==> config.mk <==
export PLATFORM = sky130hd
export DESIGN_NAME = gate_test_ctrl
export DESIGN_NICKNAME = d
export VERILOG_FILES = /design/src/rtl/gate_test_ctrl_pkg.sv /design/src/rtl/gate_test_ctrl_btn_debounce.sv /design/src/rtl/gate_test_ctrl.sv
export SDC_FILE = /design/constraint.sdc
export NUM_CORES = 1
export LEC_CHECK = 0
export BUFFER_PORTS_ARGS = -buffer_cell sky130_fd_sc_hd__buf_4
export CAP_MARGIN = 20
export CORE_AREA = 2 2 106 77
export CTS_BUF_LIST = sky130_fd_sc_hd__clkbuf_8
export CTS_CLUSTER_DIAMETER = 30
export CTS_CLUSTER_SIZE = 14
export DETAILED_ROUTE_END_ITERATION = 10
export DIE_AREA = 0 0 108 79
export PLACE_DENSITY = 0.76
export SLEW_MARGIN = 10
export SYNTH_ARGS = -nofsm -noshare
export SYNTH_HDL_FRONTEND = slang
export SYNTH_SLANG_ARGS = --single-unit
==> constraint.sdc <==
create_clock -name clk -period 5.55 [get_ports clk]
set_input_delay 0.8325 -clock clk [delete_from_list [all_inputs] [get_ports clk]]
set_output_delay 0.8325 -clock clk [all_outputs]
set_load 0.01 [all_outputs]
==> src/rtl/gate_test_ctrl_pkg.sv <==
// Shared encodings for the board-level gate test sequencer.
package gate_test_ctrl_pkg;
  localparam int VEC_W = 2;

  typedef enum logic [1:0] {
    MODE_AND  = 2'd0,
    MODE_OR   = 2'd1,
    MODE_XOR  = 2'd2,
    MODE_NAND = 2'd3
  } mode_e;

  typedef enum logic {
    S_SHOW = 1'b0,
    S_RUN  = 1'b1
  } state_e;
endpackage

==> src/rtl/gate_test_ctrl_btn_debounce.sv <==
// One active-low button: 2-flop synchronizer, debounce counter, stable level
// and a single-cycle press pulse on an accepted 1->0 transition.
module btn_debounce
  import gate_test_ctrl_pkg::*;
#(
  parameter logic [15:0] DEBOUNCE_CYCLES = 16'd50000
) (
  input  logic clk,
  input  logic rst_n,
  input  logic i_but,
  output logic o_press
);
  logic [1:0]  r_sync;
  logic        r_stable;
  logic [15:0] r_cnt;
  logic        w_diff;
  logic        w_accept;

  assign w_diff   = r_sync[1] ^ r_stable;
  assign w_accept = w_diff && (r_cnt == DEBOUNCE_CYCLES - 16'd1);
  // Pulse only when the newly accepted level is "pressed"
  assign o_press  = w_accept && !r_sync[1];

  always_ff @(posedge clk or negedge rst_n) begin
    if (!rst_n) begin
      r_sync   <= 2'b11;
      r_stable <= 1'b1;
      r_cnt    <= '0;
    end else begin
      r_sync <= {r_sync[0], i_but};
      if (w_accept) begin
        r_stable <= r_sync[1];
        r_cnt    <= '0;
      end else if (w_diff) begin
        r_cnt <= r_cnt + 16'd1;
      end else begin
        r_cnt <= '0;
      end
    end
  end
endmodule

==> src/rtl/gate_test_ctrl.sv <==
// Gate test sequencer: debounced buttons step the operand vector and the
// displayed gate; LEDs alternate between mode code and result/heartbeat.
// Optional auto-stepping of the operand vector: GATE_TEST_AUTO_STEP_EN.
module gate_test_ctrl
  import gate_test_ctrl_pkg::*;
#(
  parameter logic [15:0] DEBOUNCE_CYCLES = 16'd50000,
  parameter logic [23:0] SHOW_CYCLES     = 24'd6000000,
  parameter logic [23:0] HB_CYCLES       = 24'd3000000,
  parameter logic [23:0] AUTO_PERIOD     = 24'd12000000
) (
  input  logic       clk,
  input  logic       rst_n,
  input  logic [1:0] but,
  output logic [1:0] led,
  output logic       gate_a,
  output logic       gate_b,
  input  logic [3:0] gate_y
);
  logic [1:0]       w_press;
  state_e           r_state, w_state_nxt;
  logic [1:0]       r_mode, w_mode_nxt;
  logic [VEC_W-1:0] r_vec, w_vec_nxt;
  logic [23:0]      r_timer, w_timer_nxt;
  logic [23:0]      r_hb_cnt, w_hb_cnt_nxt;
  logic             r_hb, w_hb_nxt;
  logic [1:0]       r_led, w_led_nxt;
  logic             w_step;

  for (genvar gi = 0; gi < 2; gi++) begin : g_btn
    btn_debounce #(.DEBOUNCE_CYCLES(DEBOUNCE_CYCLES)) u_btn (
      .clk    (clk),
      .rst_n  (rst_n),
      .i_but  (but[gi]),
      .o_press(w_press[gi])
    );
  end

`ifdef GATE_TEST_AUTO_STEP_EN
  logic [23:0] r_auto, w_auto_nxt;
  logic        w_auto_tick;

  assign w_auto_tick = (r_state == S_RUN) && (r_auto == AUTO_PERIOD - 24'd1);
  // A manual step restarts the period; a coincident tick does not double-step
  assign w_auto_nxt  = (r_state != S_RUN || w_press[0] || w_auto_tick) ? '0 : r_auto + 24'd1;
  assign w_step      = w_press[0] | w_auto_tick;

  always_ff @(posedge clk or negedge rst_n) begin
    if (!rst_n) r_auto <= '0;
    else        r_auto <= w_auto_nxt;
  end
`else
  logic [23:0] w_unused_auto;
  assign w_unused_auto = AUTO_PERIOD;
  assign w_step        = w_press[0];
`endif

  always_comb begin
    w_state_nxt  = r_state;
    w_mode_nxt   = r_mode;
    w_timer_nxt  = r_timer;
    w_hb_cnt_nxt = '0;
    w_hb_nxt     = 1'b0;
    w_led_nxt    = r_led;
    w_vec_nxt    = w_step ? r_vec + 2'd1 : r_vec;
    case (r_state)
      S_SHOW: begin
        w_led_nxt = r_mode;
        if (r_timer == SHOW_CYCLES - 24'd1) begin
          w_state_nxt = S_RUN;
          w_timer_nxt = '0;
        end else begin
          w_timer_nxt = r_timer + 24'd1;
        end
      end
      S_RUN: begin
        w_led_nxt   = {r_hb, gate_y[r_mode]};
        w_timer_nxt = '0;
        if (r_hb_cnt == HB_CYCLES - 24'd1) begin
          w_hb_nxt     = ~r_hb;
          w_hb_cnt_nxt = '0;
        end else begin
          w_hb_nxt     = r_hb;
          w_hb_cnt_nxt = r_hb_cnt + 24'd1;
        end
      end
      default: w_state_nxt = S_SHOW;
    endcase
    // Mode change wins over any display timing and restarts the mode display
    if (w_press[1]) begin
      w_mode_nxt  = r_mode + 2'd1;
      w_state_nxt = S_SHOW;
      w_timer_nxt = '0;
    end
  end

  always_ff @(posedge clk or negedge rst_n) begin
    if (!rst_n) begin
      r_state  <= S_SHOW;
      r_mode   <= '0;
      r_vec    <= '0;
      r_timer  <= '0;
      r_hb_cnt <= '0;
      r_hb     <= 1'b0;
      r_led    <= '0;
    end else begin
      r_state  <= w_state_nxt;
      r_mode   <= w_mode_nxt;
      r_vec    <= w_vec_nxt;
      r_timer  <= w_timer_nxt;
      r_hb_cnt <= w_hb_cnt_nxt;
      r_hb     <= w_hb_nxt;
      r_led    <= w_led_nxt;
    end
  end

  assign led    = r_led;
  assign gate_a = r_vec[1];
  assign gate_b = r_vec[0];
endmodule

======== Word-level counts from Yosys, hierarchy flattened ========
Cells that the tools add are included.
operators by class
  $add $sub $neg .......................... 6
  order comparisons ....................... 1
  equality and inequality tests ........... 5
  multiplexer cells ....................... 17
  bitwise operators ....................... 4
  reduce and logical (&&, ||, !) cells .... 6
operators by type and width
  operator                                                                  number
  24-bit 2-to-1 mux                                                         4
  16-bit 2-to-1 mux                                                         4
  24-bit by 1-bit adder with 24-bit output (second input constant)          2
  24-bit one-hot mux with 2 select lines                                    1
  16-bit by 1-bit adder with 16-bit output (second input constant)          2
  16-bit equality test (second input constant)                              2
  24-bit by 22-bit equality test with 1-bit output (second input constant)  1
  24-bit by 23-bit equality test with 1-bit output (second input constant)  1
  1-bit 2-to-1 mux                                                          6
  2-bit by 1-bit adder with 2-bit output (second input constant)            2
  1-bit logical AND                                                         4
  2-bit one-hot mux with 2 select lines                                     1
  2-bit by 3-bit < comparator with 1-bit output (second input constant)     1
  1-bit binary-select mux with 2-bit select                                 1
  1-bit zero test                                                           2
  2-bit by 1-bit != test with 1-bit output (second input constant)          1
  1-bit NOT                                                                 2
  1-bit bitwise XOR                                                         2
storage, ports and cells
  register bits after elaboration ......... 94
  bits of input ports ..................... 8

======== Longest topological paths before layout ========
Gate-level depths: netlist (run 1).
  depth in word-level cells ............... 4
  mapped depth ............................ 8
  mapped depth without buffers ............ 6

======== Cells and area by module ========
From an unflattened synthesis (run 1), not the netlist that was laid out.
unflattened totals
  cells, all modules ...................... 463
  area total of the unflattened synthesis .. 4673.2 sq um
by module, submodules not included
  module          times used  cells each  area an instance (sq um)  seq. area each (sq um)
  gate_test_ctrl  1           295         2801.4                    1401.3
  btn_debounce    2           84          935.9                     479.2

======== Worst setup path before layout (run 1) ========
Ideal clock, no wire load.
  kind .................................... register -> register
  start ................................... register g_btn[1].u_btn.r_cnt[0]
  end ..................................... register r_timer[16]
  library setup time ...................... 0.118 ns
  arrival ................................. 1.610 ns
  data required time ...................... 5.432 ns
  path slack .............................. 3.822 ns
  stages on the path, launching flop included .. 9
  cells stage by stage .................... dfrtp_1 ha_1 and3_1 nand4_1 o21bai_2 a21o_1 buf_4 buf_6 nor2_1
between the ends
  longest elaborated chain between the ends .. 4
ends and longest elaborated chain
  what                       line                               text
  start, declared            gate_test_ctrl_btn_debounce.sv:15  logic [15:0] r_cnt;
  start signal, assigned     gate_test_ctrl_btn_debounce.sv:35  r_cnt <= r_cnt + 16'd1;
  16-bit equality test       gate_test_ctrl_btn_debounce.sv:20  assign w_accept = w_diff && (r_cnt == DEBOUNCE_CYCLES - 16'd1);
  1-bit logical AND          gate_test_ctrl_btn_debounce.sv:20
  1-bit logical AND          gate_test_ctrl_btn_debounce.sv:22  assign o_press = w_accept && !r_sync[1];
  24-bit 2-to-1 mux          gate_test_ctrl.sv:90               if (w_press[1]) begin
  named net w_timer_nxt[16]  gate_test_ctrl.sv:24               logic [23:0] r_timer, w_timer_nxt;
  end signal, assigned       gate_test_ctrl.sv:110              r_timer <= w_timer_nxt;
  end, declared              gate_test_ctrl.sv:24
The timed path passes the listed nets, and every way through them passes these cells.
A chain may end at the register's enable or synchronous reset.

======== Worst setup path after layout (run 1) ========
  start ................................... register g_btn[1].u_btn.r_cnt[0]
  end ..................................... register r_timer[11]
The elaborated chain is that of the path after synthesis.

==> results of run 1 <==
==> state kept, by name, indices dropped and copies added, names as in the netlist <==
signal	cells
g_btn.u_btn.r_cnt	32
g_btn.u_btn.r_stable	2
g_btn.u_btn.r_sync	4
led	2
r_hb	1
r_hb_cnt	24
r_mode	2
r_state	1
r_timer	24
r_vec	2
==> final timing paths <==
| kind | to | depth (start not counted) |
|---|---|---|
| worst max-delay path | r_timer[11] | 6 |
| worst min-delay path | g_btn[0].u_btn.r_sync[1] | 0 |
| worst max register to register | r_timer[11] | 6 |
| worst min register to register | g_btn[0].u_btn.r_sync[1] | 0 |
| max in group asynchronous | r_timer[16] | 2 |
| min in group asynchronous | r_vec[1] | 1 |
==> through the flow <==
step	worst slack, ps	area [um^2]
2_1_floorplan	3820	4430
3_3_place_gp	3480	4590
3_5_place_dp	3380	4590
4_1_cts	3360	4800
5_1_grt	3130	4800
6_report	3360	4800
==> synthesized netlist by cell type (2+ instances only) <==
master / number / area share (%)
a21oi_1: 5 / 0.56
dfrtp_1: 88 / 50
nor4bb_1: 3 / 0.68
clkbuf_1: 4 / 0.34
nor3b_1: 3 / 0.51
nor4_1: 9 / 1.3
inv_1: 7 / 0.59
buf_6: 3 / 0.76
and4bb_2: 2 / 0.56
nor2_1: 91 / 7.7
xor2_1: 40 / 7.9
mux2_2: 4 / 1.0
nor3_1: 6 / 0.68
ha_1: 4 / 1.1
dfstp_2: 6 / 3.6
nand4_1: 18 / 2.5
and4_1: 7 / 1.4
xnor2_1: 37 / 7.3
nand3_1: 28 / 3.2
and3_1: 17 / 2.4
nor4b_1: 3 / 0.59
nand2_1: 23 / 1.9
nand3_2: 2 / 0.45
==> logic make-up (layout without fill, tap and decap cells) <==
kind of cell | after synthesis | after routing | share of synthesized area (%)
xor+xnor | 77 | 77 | 15.2
fa+ha+maj | 4 | 4 | 1.13
compound gates | 9 | 9 | 1.30
simple gates | 221 | 221 | 26.0
flops | 94 | 94 | 53.2
buf+inv | 15 | 35 | 1.86
mux | 5 | 5 | 1.24
==> where the power goes <==
group	switching [mW]	internal, mW
Clock	0.265	0.219
Combinational	0.0199	0.00784
Sequential	0.00388	0.691
Total	0.288	0.918
==> routing by layer <==
layer / vias to the layer above / track usage [%] / part of all wire, %
li1: 1476 / - / -
met1: 1500 / 29.2 / 50
met2: 32 / 31.7 / 45
met3: 10 / 6.81 / 3.5
met4: 0 / 6.41 / 1.1
met5: - / 0 / 0
==> layout make-up <==
class,instances,area [um^2]
clock buffers,9,124
multi-input cells,316,1990
repair buffers,12,90.1
fillers,646,2800
clock inverters,7,86.3
inverters,7,26.3
flip-flops and latches,94,2360
well taps,101,126
==> key figures, run 1 <==
Route
  • DR WL/cell: 14.4 um
  • Antenna Nets Post-Route: 0
  • Length of the first detailed-routing pass in iterations: 4
  • Vias per cell: 5.53
  • Total number of vias: 3,018
  • Initial drt markers: 131
  • DRC Markers: 0
  • WL final: 7890 um

Setup path
  • CP max stage cell: a21o_1
  • CP delay by family, top: compound AO/OA/AOI/OAI gates
  • Worst r2r src: g_btn[1].u_btn.r_cnt[0]
  • Register-to-Register Setup Slack: 3360 ps
  • Crit path largest cell delay: 500 ps
  • Crit start category: flop
  • Crit path from: g_btn[1].u_btn.r_cnt[0]
  • Worst setup path category: flop to flop
  • Worst-path cell chain: ha_1 > and3_1 > nand4_1 > o21bai_2 > a21o_1 > nor2_1
  • Worst path required time: 5800 ps
  • CP endpoint kind: flop
  • Buf/Inv on CP: 0
  • Critical path fanouts, max: 18
  • Worst Path Arrival: 2440 ps

Power
  • Total power draw: 1.21 mW
  • Power per cell area: 251 nW/um^2
  • Max rail drop VDD: 0.203 mV
  • Lkg Pwr: 2.13 nW

Clocking
  • Worst-path clk slew: 100 ps
  • H-tree levels: 3
  • Clk Latency, worst-skew pair: 380 ps
  • CTS tree: yes
  • CTS root buffer: clkbuf_8
  • Post-CTS Setup Repair Bufs: 0
  • Hold_buf cts: 0
  • Post-CTS Resized: 0
  • CTS Buf Count: 9
  • Bufs on Longest Clock Path: 2
  • CTS sink cnt: 94

Synth
  • EDFF count, synth: 0
  • Seq/Total Area, Yosys: 53.2%
  • Synth cell types: 38
  • Ys async rst share: 100%
  • Post-Syn Area: 4430 um^2
  • Syn_nets: 437
  • FF+latch count, synth: 94
  • Mean post-synth cell area: 10.4 um^2
  • Ys Warns: 0
  • Synth Flop Type: dfrtp_1
  • Cells after Synth: 425

Cells and area
  • Non-filler cells, final: 546
  • Final Core Density: 63.2%
  • Fraction of layout cells with a size suffix above 1: 11.2%
  • Layout area overhead: 8.35%
  • Most common cell after layout, fill and taps aside: nor2_1
  • Most frequent cells in the layout: nor2_1 (91), dfrtp_1 (88), xor2_1 (40)
  • Antenna Cells: 0
  • Layout Nets: 452

Timing
  • Fmax: 0.457 GHz
  • Slew @ Worst Pin: 740 ps
  • Final period util: 39.4%
  • Finish-stage setup viols: 0
  • Relative slew slack: 50.2%
  • Worst Skew: 16.6 ps
  • Unrepaired setup endpoints after global routing: no
  • Fin Hold WS: 360 ps
  • Final Hold Vio Count: 0
  • Setup TNS: 0 ps
  • Tmin final: 2190 ps
  • Count of pins over their slew limit: 0

Placed design
  • RePlAce Congestion: 0.839
  • DP Cell Count: 530
  • Port buffer count: 11
  • Dpl hpwl: 5210 um

Floorplanning
  • Die H: 79 um
  • Core box area: 7600 um^2
  • I/O Pins: 12
  • Starting Density: 58.3%
  • Core Rows: 27
  • Die Area: 8530 um^2
  • Die X-Extent: 108 um

Global routing
  • Overflow after GRT: 0
  • Gr usage total: 21.0%
  • Vias in the first global route: 3,031
  • Initial antenna violation count: 0
  • Largest net degree at the start of global routing: 59
  • First-pass GRT wire length: 13,900 um

Worst hold path
  • Worst min path class: flop to flop
  • Min-delay src: g_btn[0].u_btn.r_sync[0]

Run status
  • Status: complete, no violations

Job
  • Max_cap viols: 0
Power figures use the tool's default switching activity.
==> run 2: changes to the inputs <==
--- a/config.mk
+++ b/config.mk
@@ -7,12 +7,12 @@
 export LEC_CHECK = 0
 export BUFFER_PORTS_ARGS = -buffer_cell sky130_fd_sc_hd__buf_4
 export CAP_MARGIN = 20
-export CORE_AREA = 2 2 106 77
+export CORE_AREA = 2 2 108 79
 export CTS_BUF_LIST = sky130_fd_sc_hd__clkbuf_8
 export CTS_CLUSTER_DIAMETER = 30
 export CTS_CLUSTER_SIZE = 14
 export DETAILED_ROUTE_END_ITERATION = 10
-export DIE_AREA = 0 0 108 79
+export DIE_AREA = 0 0 110 81
 export PLACE_DENSITY = 0.76
 export SLEW_MARGIN = 10
 export SYNTH_ARGS = -nofsm -noshare
==> constraint.sdc (replaced) <==
create_clock -name clk -period 1.8 [get_ports clk]
set_input_delay 0.27 -clock clk [delete_from_list [all_inputs] [get_ports clk]]
set_output_delay 0.27 -clock clk [all_outputs]
set_load 0.01 [all_outputs]
==> run 2 against run 1 <==
Clock skew fell by 6.2 ps. Total power rose to 3.1 times the previous value. Core utilization grew 0.86 points. Sequential power grew to 3.1 times the previous value. Design area rose by 7.0%. Clock power rose to 3.2 times the previous value. Worst hold slack got worse by 100 ps. Non-clock buffer count grew 29. Die area up 4.4%. Count of clock-buffer cells in the layout did not move. Flip-flop and latch count is the same. Cell count grew 6.0%.
==> key figures, run 2 (synthesis results as in run 1) <==
Setup path
  • Crit start category: flop
  • CP delay by family, top: simple AND/OR/NAND/NOR gates
  • Worst r2r src: r_hb_cnt[20]
  • Worst Path Arrival: 2010 ps
  • Buf/Inv on CP: 0
  • CP max stage cell: or4_4
  • Worst setup path category: flop to flop
  • Crit path largest cell delay: 550 ps
  • Worst-path cell chain: nor4_2 > nand4_1 > or4_4 > xnor2_1 > and2_1
  • Critical path fanouts, max: 3
  • Critical R2R Capture: r_hb
  • Stages on the worst setup path: 5
  • CP endpoint kind: flop
  • Worst path required time: 2070 ps
  • Register-to-Register Setup Slack: 60 ps
  • Worst Reg-to-Reg Cells: 5

Route
  • Total number of vias: 3,142
  • Antenna Nets Post-Route: 0
  • Length of the first detailed-routing pass in iterations: 4
  • DRC Markers: 0
  • Initial drt markers: 250
  • WL final: 8210 um
  • Vias per cell: 5.43
  • DR WL/cell: 14.2 um

Timing
  • Finish-stage setup viols: 0
  • Final Hold Vio Count: 0
  • Final period util: 96.9%
  • Fmax: 0.573 GHz
  • Unrepaired setup endpoints after global routing: yes
  • Slew @ Worst Pin: 422 ps
  • Worst Skew: 10.3 ps
  • Tmin final: 1740 ps
  • Count of pins over their slew limit: 0
  • Relative slew slack: 71.9%

Floorplanning
  • Core Rows: 28
  • I/O Pins: 12
  • Die Area: 8910 um^2
  • Die H: 81 um
  • Starting Density: 55.3%
  • Core box area: 8020 um^2
  • Die X-Extent: 110 um

Worst hold path
  • Min-delay src: gate_y[1]
  • Hold depth: 3
  • Worst min path class: input port to flop
  • Hold Path End: led[0]

Placed design
  • Post-DP Area: 4800 um^2
  • RePlAce Congestion: 0.816
  • Dpl hpwl: 5670 um
  • DP Cell Count: 558
  • Port buffer count: 11

Clocking
  • Clk Latency, worst-skew pair: 370 ps
  • H-tree levels: 3
  • Bufs on Longest Clock Path: 2
  • CTS tree: yes
  • Worst-path clk slew: 90 ps
  • CTS root buffer: clkbuf_8
  • CTS Buf Count: 9
  • CTS sink cnt: 94

Power
  • Lkg Pwr: 2.30 nW
  • Total power draw: 3.80 mW
  • Power per cell area: 739 nW/um^2
  • Max rail drop VDD: 0.555 mV

Cells and area
  • Post-route cell area: 5140 um^2
  • Non-filler cells, final: 579
  • Final Core Density: 64.1%
  • Layout Nets: 481
  • Most frequent cells in the layout: nor2_1 (90), dfrtp_1 (88), xor2_1 (40)
  • Largest register FFs: 32
  • Top Registers: g_btn.u_btn.r_cnt: 32 flops, r_hb_cnt: 24 flops, r_timer: 24 flops
  • Largest register by flop count: g_btn.u_btn.r_cnt
  • Antenna Cells: 0
  • Most common cell after layout, fill and taps aside: nor2_1
  • Fraction of layout cells with a size suffix above 1: 17.7%
  • Layout area overhead: 15.9%

Global routing
  • First-pass GRT wire length: 14,100 um
  • Gr usage total: 20.4%
  • Initial antenna violation count: 0
  • Vias in the first global route: 3,048
  • Overflow after GRT: 0
  • Largest net degree at the start of global routing: 34

Run status
  • Status: complete, no violations

Job
  • Max_cap viols: 0
## run 2: changes by cell type in the layout (fill, tap and decap cells not counted), sizes merged
cell / before / now
buf: 12 / 38
clkinv: 0 / 3
dlygate4sd3: 0 / 3
inv: 12 / 9
bufinv: 1 / 2
clkinvlp: 1 / 0
## run 2: worst max-delay path by stage
| stage | startpoint | endpoint |
|---|---|---|
| 6_report | r_hb_cnt[20] | r_hb |
| 2_1_floorplan | g_btn[1].u_btn.r_cnt[0] | r_timer[16] |
| 5_1_grt | r_hb_cnt[20] | r_hb |
| 4_1_cts | r_hb_cnt[20] | r_hb |
| 3_3_place_gp | r_hb_cnt[17] | r_hb_cnt[5] |
| 3_5_place_dp | r_hb_cnt[20] | r_hb_cnt[15] |
## run 2: area by class of cell
cell class	count	area [um^2]
Inverter	7	26.3
Sequential cell	94	2360
Multi-Input combinational cell	316	2050
Clock buffer	9	124
Tap cell	105	131
Fill cell	616	2880
Timing Repair Buffer	41	344
Clock inverter	7	98.8
## run 2: timing repair
item | 4_1_cts | 5_1_grt
resized for setup | 1 | 11
hold buffers | 3 | 0
buffers inserted | 0 | 2
cloned | 0 | 0
hold endpoints to repair | 30 | 0
pin swaps | 0 | 6
setup endpoints to repair | 23 | 42
## run 2: tightest hold or removal path, stage by stage
cell     delay [ps]
buf_4            80
mux2i_1          70
a31oi_1         170
## run 2: where the power goes
| part | leakage, nW | internal, mW | total [mW] | switching, mW |
|---|---|---|---|---|
| registers | 1.27 | 2.13 | 2.14 | 0.0138 |
| logic | 0.912 | 0.0455 | 0.111 | 0.0656 |
| clock network | 0.115 | 0.790 | 1.54 | 0.755 |
## run 2: per-layer routing
layer	routed length (um)	GRT usage, %
met1	3950	27.3
met2	3870	32.8
met3	301	6.50
met4	89	4.05
met5	0	0
## run 2: per-stage QoR
stage	setup TNS [ps]	setup WS, ps	hold WS, ps
after floorplan	0	71.9	-25.6
after global placement	0	16.8	233
after detailed placement	-76.9	-17.4	235
after CTS	0	5.17	253
after global routing	-36.3	-30.3	269
final	0	55.4	260
==> run 3: changes to the inputs <==
--- a/config.mk
+++ b/config.mk
@@ -7,13 +7,12 @@
 export LEC_CHECK = 0
 export BUFFER_PORTS_ARGS = -buffer_cell sky130_fd_sc_hd__buf_4
 export CAP_MARGIN = 20
-export CORE_AREA = 2 2 108 79
+export CORE_AREA = 2 2 129 94
 export CTS_BUF_LIST = sky130_fd_sc_hd__clkbuf_8
 export CTS_CLUSTER_DIAMETER = 30
 export CTS_CLUSTER_SIZE = 14
 export DETAILED_ROUTE_END_ITERATION = 10
-export DIE_AREA = 0 0 110 81
-export PLACE_DENSITY = 0.76
+export DIE_AREA = 0 0 131 96
 export SLEW_MARGIN = 10
 export SYNTH_ARGS = -nofsm -noshare
 export SYNTH_HDL_FRONTEND = slang
==> run 3 against run 2 <==
Sequential share of layout area fell by 1.2 points. Global-route usage down 5.9 points. Setup slack got worse by 10 ps. Core utilization is 18 points lower. Maximum frequency shrank 0.58%. Non-clock buffer count is 8 higher. Wire length up 1.9%. First-iteration DRC count decreased by 41%. Worst hold slack lost 12 ps. Via count shrank 1.2%. Design area up 2.8%. Sequential power about the same.
==> key figures, run 3 (synthesis results as in run 1) <==
Cells and area
  • Antenna Cells: 0
  • Largest register FFs: 32
  • Most frequent cells in the layout: nor2_1 (91), dfrtp_1 (87), buf_4 (43)
  • Layout Nets: 489
  • Layout area overhead: 19.1%
  • Filler cells: 1,094
  • Largest register by flop count: g_btn.u_btn.r_cnt
  • Most common cell after layout, fill and taps aside: nor2_1
  • Top Registers: g_btn.u_btn.r_cnt: 32 flops, r_hb_cnt: 24 flops, r_timer: 24 flops
  • Fraction of layout cells with a size suffix above 1: 19.7%

Floorplanning
  • Die Area: 12,600 um^2
  • Die X-Extent: 131 um
  • Core Rows: 33
  • Core box area: 11,400 um^2
  • Starting Density: 39.0%
  • Die H: 96 um
  • I/O Pins: 12

Timing
  • Finish-stage setup viols: 0
  • Final Hold Vio Count: 0
  • Slew @ Worst Pin: 487 ps
  • Tmin final: 1750 ps
  • Worst Skew: 8.19 ps
  • Fmax: 0.570 GHz
  • Relative slew slack: 67.6%
  • Unrepaired setup endpoints after global routing: yes
  • Count of pins over their slew limit: 0
  • Final period util: 97.5%
  • Fin Hold WS: 247 ps
  • Final worst slack: 45.2 ps

Clocking
  • Clk Latency, worst-skew pair: 360 ps
  • Worst-path clk slew: 90 ps
  • CTS sink cnt: 94
  • CTS root buffer: clkbuf_8
  • CTS tree: yes
  • CTS Buf Count: 9
  • Bufs on Longest Clock Path: 2
  • H-tree levels: 3

Global routing
  • Vias in the first global route: 3,043
  • Gr usage total: 14.5%
  • Initial antenna violation count: 0
  • Overflow after GRT: 0
  • First-pass GRT wire length: 14,200 um
  • Largest net degree at the start of global routing: 95

Setup path
  • Register-to-Register Setup Slack: 50 ps
  • Worst path required time: 2050 ps
  • Crit path from: r_hb_cnt[17]
  • CP endpoint kind: flop
  • Worst Reg-to-Reg Cells: 5
  • Worst Path Arrival: 2000 ps
  • Worst Setup EP: r_hb
  • Critical path fanouts, max: 3
  • Critical R2R Capture: r_hb
  • Crit start category: flop
  • Worst setup path category: flop to flop
  • Worst r2r src: r_hb_cnt[17]

Placed design
  • Dpl hpwl: 5640 um
  • Port buffer count: 11
  • Place WS: -38.1 ps
  • RePlAce Congestion: 0.755

Power
  • Power per cell area: 734 nW/um^2
  • Total power draw: 3.88 mW
  • Lkg Pwr: 2.35 nW
  • Max rail drop VDD: 0.348 mV

Route
  • Vias per cell: 4.86
  • Length of the first detailed-routing pass in iterations: 4
  • Total number of vias: 3,103
  • WL final: 8360 um
  • Antenna Nets Post-Route: 0
  • Initial drt markers: 147
  • DR WL/cell: 13.1 um
  • DRC Markers: 0

Run status
  • Status: complete, no violations

Worst hold path
  • Min-delay src: gate_y[3]
  • Worst min path class: input port to flop

Job
  • Max_cap viols: 0
## run 3: timing repair
action,in CTS,in global routing
pin swaps,0,2
hold endpoints to repair,90,0
buffers inserted,0,3
hold buffers,3,0
endpoints found under the setup margin,23,44
gates resized for setup,2,12
## run 3: worst min-delay path by stage
stage	to	cells after the start
6_report	led[0]	3
5_1_grt	led[0]	3
4_1_cts	led[0]	3
3_5_place_dp	g_btn[0].u_btn.r_sync[1]	0
3_3_place_gp	g_btn[0].u_btn.r_sync[1]	0
2_1_floorplan	g_btn[0].u_btn.r_cnt[0]	0
## run 3: area by class of cell
type,count,area (um^2),share of cell area (%)
flip-flops and latches,94,2360,44.7
clock buffers,9,124,2.35
inverters,7,26.3,0.498
multi-input cells,316,2060,38.9
clock inverters,7,114,2.16
well taps,157,196,3.72
repair buffers,49,404,7.65
## run 3: report_power, final
group | internal [mW] | total [mW] | leakage (nW) | switching (mW)
sequential | 2.13 | 2.14 | 1.27 | 0.0125
combinational | 0.0411 | 0.105 | 0.958 | 0.0638
clock | 0.915 | 1.63 | 0.117 | 0.718
## run 3: metrics by stage
step	std cells	setup TNS, ps	instance area, um^2	util [%]
after floorplan	425	0	4430	-
after global placement	617	-1250	4920	43.3
after detailed placement	617	-577	4920	43.3
after CTS	636	0	5200	45.8
after global routing	639	-234	5280	46.5
final	639	0	5280	46.5
## run 3: worst max-delay path, stage by stage, from the launching register on
cell	delay [ps]
dfrtp_1	400
nor4b_2	300
nand2_1	80
or4_4	570
xnor2_1	140
and2_1	150
## run 3: layer usage
metal  global-route usage, %  share of wire [%]  vias up
met5                       0                  0        -
li1                        -                  -     1549
met2                    21.5                 43       36
met4                    4.88               0.88        0
met1                    20.4                 53     1514
met3                    4.00                2.6        4
